===== src/rtl/uart_hex_sender.sv =====
// uart_hex_sender: turns a captured group of hex nibbles into ASCII bytes
// (optionally followed by CR LF) and hands them one at a time to a UART
// transmitter over its start/data/busy handshake.
module uart_hex_sender #(
    parameter int NUM_DIGITS  = 4,
    parameter bit APPEND_CRLF = 1'b1
) (
    input  logic                    clk,
    input  logic                    rst,
    input  logic                    send,
    input  logic [4*NUM_DIGITS-1:0] digits,
    input  logic                    tx_busy,
    output logic                    tx_start,
    output logic [7:0]              tx_data,
    output logic                    busy,
    output logic                    done
);

    // Total characters per request, including the optional line ending.
    localparam int NCHARS = NUM_DIGITS + (APPEND_CRLF ? 2 : 0);

    typedef enum logic [2:0] {
        IDLE,
        LOAD,
        FIRE,
        WAIT_HI,
        WAIT_LO
    } state_t;

    state_t                  state;
    state_t                  state_nx;
    logic [4*NUM_DIGITS-1:0] dreg;   // shifted left one nibble per sent digit
    logic [3:0]              idx;
    logic [3:0]              nib;
    logic [7:0]              chr;
    logic                    last;

    assign nib      = dreg[4*NUM_DIGITS-1 -: 4];
    assign last     = (idx == 4'(NCHARS - 1));
    assign tx_start = (state == FIRE);

    // Character for the current index: hex digit, then CR, then LF.
    always_comb begin
        chr = 8'h0A;
        if (idx < 4'(NUM_DIGITS)) begin
            if (nib <= 4'd9) chr = 8'h30 + {4'h0, nib};
            else             chr = 8'h37 + {4'h0, nib};  // 0x41 + (nib - 10)
        end else if (idx == 4'(NUM_DIGITS)) begin
            chr = 8'h0D;
        end
    end

    // State register.
    always_ff @(posedge clk or posedge rst) begin
        if (rst) state <= IDLE;
        else     state <= state_nx;
    end

    // Next-state logic; LOAD holds off while the transmitter is occupied.
    always_comb begin
        state_nx = state;
        case (state)
            IDLE:    if (send)     state_nx = LOAD;
            LOAD:    if (!tx_busy) state_nx = FIRE;
            FIRE:                  state_nx = WAIT_HI;
            WAIT_HI: if (tx_busy)  state_nx = WAIT_LO;
            WAIT_LO: if (!tx_busy) state_nx = last ? IDLE : LOAD;
            default:               state_nx = IDLE;
        endcase
    end

    // Datapath: capture, byte load (only in LOAD, so tx_data stays stable
    // across the whole transmission), index advance and completion flags.
    always_ff @(posedge clk or posedge rst) begin
        if (rst) begin
            dreg    <= '0;
            idx     <= '0;
            tx_data <= 8'h00;
            busy    <= 1'b0;
            done    <= 1'b0;
        end else begin
            done <= 1'b0;
            case (state)
                IDLE: begin
                    if (send) begin
                        dreg <= digits;
                        idx  <= '0;
                        busy <= 1'b1;
                    end
                end
                LOAD: tx_data <= chr;
                WAIT_LO: begin
                    if (!tx_busy) begin
                        if (last) begin
                            done <= 1'b1;
                            busy <= 1'b0;
                        end else begin
                            idx  <= idx + 4'd1;
                            dreg <= dreg << 4;
                        end
                    end
                end
                default: ;
            endcase
        end
    end

endmodule


===== config.mk =====
export PLATFORM = sky130hd
export DESIGN_NAME = uart_hex_sender
export DESIGN_NICKNAME = d
export VERILOG_FILES = /design/src/rtl/uart_hex_sender.sv
export SDC_FILE = /design/constraint.sdc
export NUM_CORES = 1
export LEC_CHECK = 0
export BUFFER_PORTS_ARGS = -buffer_cell sky130_fd_sc_hd__buf_2
export CAP_MARGIN = 20
export CORE_MARGIN = 2
export CORE_UTILIZATION = 50
export CTS_BUF_LIST = sky130_fd_sc_hd__clkbuf_8 sky130_fd_sc_hd__clkbuf_16
export DETAILED_ROUTE_END_ITERATION = 8
export HOLD_SLACK_MARGIN = 0.05
export PLACE_DENSITY = 0.76
export SYNTH_ARGS = -nofsm -noshare
export SYNTH_HDL_FRONTEND = slang
export SYNTH_SLANG_ARGS = --single-unit

===== constraint.sdc =====
create_clock -name clk -period 1.6 [get_ports clk]
set_input_delay 0.32 -clock clk [delete_from_list [all_inputs] [get_ports clk]]
set_output_delay 0.32 -clock clk [all_outputs]
set_load 0.02 [all_outputs]

==> run_summary.xml <==
<?xml version="1.0" encoding="UTF-8"?>
<metrics>
  <group name="sta">
    <metric name="min_period_over_period" unit="%">104</metric>
    <metric name="post-route-worst-setup-slack" unit="ns">-0.0704</metric>
    <metric name="setup_repair_after_global_routing_missed_its_margin" unit="">yes</metric>
    <metric name="hold_viol" unit="">0</metric>
    <metric name="finalClockSkew" unit="ns">0.0110</metric>
    <metric name="clock.fmax" unit="MHz">599</metric>
    <metric name="setup_viol_count_final" unit="">12</metric>
    <metric name="timing.final.max_slew_violations" unit="">0</metric>
    <metric name="fin_worst_hold_slack" unit="ns">0.273</metric>
    <metric name="finalCriticalPeriod" unit="ns">1.67</metric>
  </group>
  <group name="cells_and_area">
    <metric name="fillers" unit="">252</metric>
    <metric name="area_growth_syn_to_layout" unit="%">33.4</metric>
    <metric name="fin_util" unit="%">69.3</metric>
    <metric name="antenna_cells" unit="">0</metric>
    <metric name="post_route_cells_drive_above_1_share" unit="%">52.0</metric>
    <metric name="finalNonFillerCells" unit="">250</metric>
    <metric name="fin_nets" unit="">228</metric>
    <metric name="fin_area" unit="um^2">2310</metric>
  </group>
  <group name="route">
    <metric name="drt-total-wl" unit="mm">3.98</metric>
    <metric name="postRouteAntennaNets" unit="">0</metric>
    <metric name="post_dr_vias_cell" unit="">5.33</metric>
    <metric name="detail_route.drc_violations" unit="">0</metric>
    <metric name="routedWlPerCell" unit="um">15.9</metric>
    <metric name="first_iter_violations" unit="">76</metric>
    <metric name="firstDrtPassIters" unit="">4</metric>
    <metric name="detailroute.via_count" unit="">1332</metric>
  </group>
  <group name="clocking">
    <metric name="cts_buffers" unit="">5</metric>
    <metric name="tritoncts_clock_tree" unit="">built</metric>
    <metric name="cts.clk_slew.worst_paths" unit="ns">0.06</metric>
    <metric name="cts.sinks" unit="">32</metric>
    <metric name="cts_root_buffer" unit="">clkbuf_8</metric>
    <metric name="h_tree_lvls" unit="">2</metric>
    <metric name="max_buffers_root_to_sink" unit="">2</metric>
    <metric name="clock_latency" unit="ns">0.28</metric>
  </group>
  <group name="pwr">
    <metric name="report.power.total" unit="mW">4.29</metric>
    <metric name="total_leakage_power" unit="nW">1.10</metric>
    <metric name="seq_power_share" unit="%">33.0</metric>
    <metric name="power.share.combinational" unit="%">47.4</metric>
    <metric name="vdd.ir_drop.worst" unit="uV">1210</metric>
    <metric name="cellInternalPower" unit="mW">2.77</metric>
    <metric name="switching_share" unit="%">35.4</metric>
    <metric name="pwr_density_cell" unit="nW/um^2">1850</metric>
    <metric name="switchingPower" unit="mW">1.52</metric>
    <metric name="clock_group_share_of_total_power" unit="%">19.6</metric>
  </group>
  <group name="logic_synthesis">
    <metric name="synthArstFlopShare" unit="%">100</metric>
    <metric name="synth_cell_types" unit="">42</metric>
    <metric name="yosysSeqAreaShare" unit="%">46.2</metric>
    <metric name="synthesis.nets" unit="">174</metric>
    <metric name="yosys_register_bits" unit="">32</metric>
    <metric name="syn_area_per_cell" unit="um^2">11.6</metric>
    <metric name="synth_edf_count" unit="">0</metric>
    <metric name="ys_dominant_reg_cell" unit="">dfrtp_1</metric>
    <metric name="synth.yosys.warnings" unit="">0</metric>
    <metric name="synthesis.area" unit="um^2">1730</metric>
    <metric name="postSynthCellCount" unit="">149</metric>
  </group>
  <group name="run_status">
    <metric name="violated_checks" unit="">setup timing</metric>
    <metric name="outcome" unit="">finished, violations left</metric>
  </group>
  <group name="global_route">
    <metric name="grt_pass1_vias" unit="">1341</metric>
    <metric name="grt_first_pass_wirelength" unit="mm">6.47</metric>
    <metric name="grt.total_usage" unit="%">21.1</metric>
    <metric name="grt_max_degree" unit="">23</metric>
    <metric name="grt_antenna_before_repair" unit="">0</metric>
    <metric name="globalRoute.totalOverflow" unit="">0</metric>
  </group>
  <group name="floorplanning">
    <metric name="die_extent_in_x" unit="um">62.9</metric>
    <metric name="initial_utilization" unit="%">51.9</metric>
    <metric name="fp.dieArea" unit="um^2">3950</metric>
    <metric name="die_height" unit="um">62.9</metric>
    <metric name="fp.coreArea" unit="um^2">3340</metric>
    <metric name="core.rowCount" unit="">21</metric>
    <metric name="io_pins" unit="">31</metric>
  </group>
  <group name="place">
    <metric name="dp_cells" unit="">234</metric>
    <metric name="dp.final_hpwl" unit="mm">2.71</metric>
    <metric name="buffer_ports.inserted" unit="">29</metric>
    <metric name="cell_area_after_placement" unit="um^2">2050</metric>
    <metric name="final_wtd_congestion" unit="">0.918</metric>
  </group>
  <group name="critical_path">
    <metric name="worstPathMaxFanout" unit="">12</metric>
    <metric name="worst_setup_slack_for_register_to_register_paths" unit="ns">-0.07</metric>
    <metric name="criticalPathCategory" unit="">reg -&gt; reg</metric>
    <metric name="critical_path.startpoint" unit="">state[0]</metric>
    <metric name="cp_data_arrival_time" unit="ns">1.83</metric>
    <metric name="reg2regPathDepth" unit="">4</metric>
    <metric name="kind_of_start_point_of_the_critical_path" unit="">flip-flop</metric>
    <metric name="cp.required" unit="ns">1.75</metric>
    <metric name="worst_r2r_startpoint" unit="">state[0]</metric>
    <metric name="crit_path_end_kind" unit="">flip-flop</metric>
  </group>
  <group name="min_path">
    <metric name="worstHoldStart" unit="">digits[2]</metric>
    <metric name="hp-class" unit="">in -&gt; reg</metric>
    <metric name="holdPathStages" unit="">2</metric>
  </group>
  <group name="job">
    <metric name="cap_viol_max_count" unit="">0</metric>
  </group>
</metrics>
-- per-stage QoR --
step / worst slack (ns) / setup TNS, ns
finish: -0.0704 / -0.556
global route: -0.119 / -1.45
CTS: -0.0715 / -0.554
detailed placement: -0.151 / -1.50
global placement: -0.0987 / -0.915
floorplan: -0.138 / -0.962
-- sequential cells by signal (all words and copies together) (netlist names) --
register / count
done: 1
busy: 1
state: 3
dreg: 16
tx_data: 7
idx: 4
-- what timing repair did --
action | CTS | global route
pin swaps | 1 | 4
setup endpoints to repair | 15 | 21
buffers inserted | 4 | 4
hold buffers | 1 | 0
hold endpoints to repair | 10 | 0
gates resized for setup | 12 | 12
-- power by group through the flow --
stage | Sequential, mW | Combinational, mW | Clock [mW]
6_report | 1.42 | 2.03 | 0.839
5_1_grt | 1.45 | 2.22 | 0.891
4_1_cts | 1.40 | 1.88 | 0.850
3_5_place_dp | 1.41 | 1.79 | 0
3_3_place_gp | 1.38 | 1.70 | 0
2_1_floorplan | 1.49 | 1.10 | 0
-- worst max-delay path, cell delays in order, from the launching register on --
cell and delay (ns):
dfrtp_1 0.38, or3b_4 0.45, buf_12 0.17, mux2_4 0.29, mux2_4 0.25
-- cells by family (layout without fill, tap and decap cells) --
| logic type | after synthesis | count (layout) | share of synthesized area, % |
|---|---|---|---|
| and+or+nand+nor | 40 | 40 | 13.8 |
| muxes | 25 | 25 | 18.7 |
| DFF | 32 | 32 | 46.2 |
| xor gates and xnor gates | 1 | 1 | 0.506 |
| other | 1 | 1 | 0.216 |
| buffers and inverters | 15 | 70 | 5.27 |
| AOI/OAI and AO/OA | 30 | 30 | 11.7 |
| adders and majority gates | 5 | 5 | 3.61 |
-- layer usage --
layer / part of all wire, % / wire length (um) / track usage, % / vias up
li1: - / - / - / 637
met5: 0 / 0 / 0 / -
met4: 1.3 / 53 / 4.72 / 0
met1: 43 / 1700 / 27.2 / 651
met2: 52 / 2050 / 35.6 / 35
met3: 4.3 / 171 / 5.41 / 9
-- synthesized netlist by cell type (2+ instances only) --
cell / number / area [um^2]
buf_6: 2 / 22.5
a21boi_0: 2 / 15.0
inv_1: 6 / 22.5
nand3_1: 2 / 10.0
nand3b_1: 4 / 30.0
dfrtp_1: 32 / 801
buf_4: 2 / 15.0
nor2b_1: 3 / 18.8
clkbuf_1: 3 / 11.3
mux2i_1: 5 / 50.1
a21oi_1: 5 / 25.0
a31oi_1: 2 / 12.5
mux2_4: 13 / 195
o211ai_1: 2 / 15.0
ha_1: 5 / 62.6
a22o_1: 6 / 52.6
mux2_2: 7 / 78.8
o31ai_1: 2 / 15.0
nor2_1: 9 / 33.8
o21ai_0: 7 / 35.0
nor3_1: 5 / 25.0
nor3b_1: 2 / 15.0
nand2_1: 4 / 15.0
-- worst paths after layout --
check | endpoint
setup / recovery | dreg[7]
max in group asynchronous | dreg[11]
min in group asynchronous | tx_data[4]
hold reg to reg | tx_data[5]
setup reg to reg | dreg[7]
hold / removal | dreg[2]
-- area by class of cell --
| class | instances | area, um^2 | area share [%] |
|---|---|---|---|
| Clock buffer | 7 | 96.3 | 4.17 |
| Inverter | 6 | 25.0 | 1.08 |
| Clock inverter | 1 | 30.0 | 1.30 |
| Tap cell | 46 | 57.6 | 2.49 |
| Multi-Input combinational cell | 102 | 911 | 39.4 |
| Sequential cell | 32 | 801 | 34.6 |
| Timing Repair Buffer | 56 | 392 | 16.9 |
-- cells in the final DEF (no fill, tap or decap), types with 3 or more instances in the layout --
cell type  netlist  final
a22o_1           6      6
clkbuf_8         0      7
buf_4            2     22
o21ai_0          7      7
nor2_1           9      7
a21oi_1          5      4
mux2_2           7      7
mux2_4          13     13
ha_1             5      3
dfrtp_1         32     32
inv_1            6      3
mux2i_1          5      4
buf_12           0      3
nand2_1          4      4
buf_2            1     29
nand3b_1         4      4
nor3_1           5      4
(Power assumes the default switching activity.)
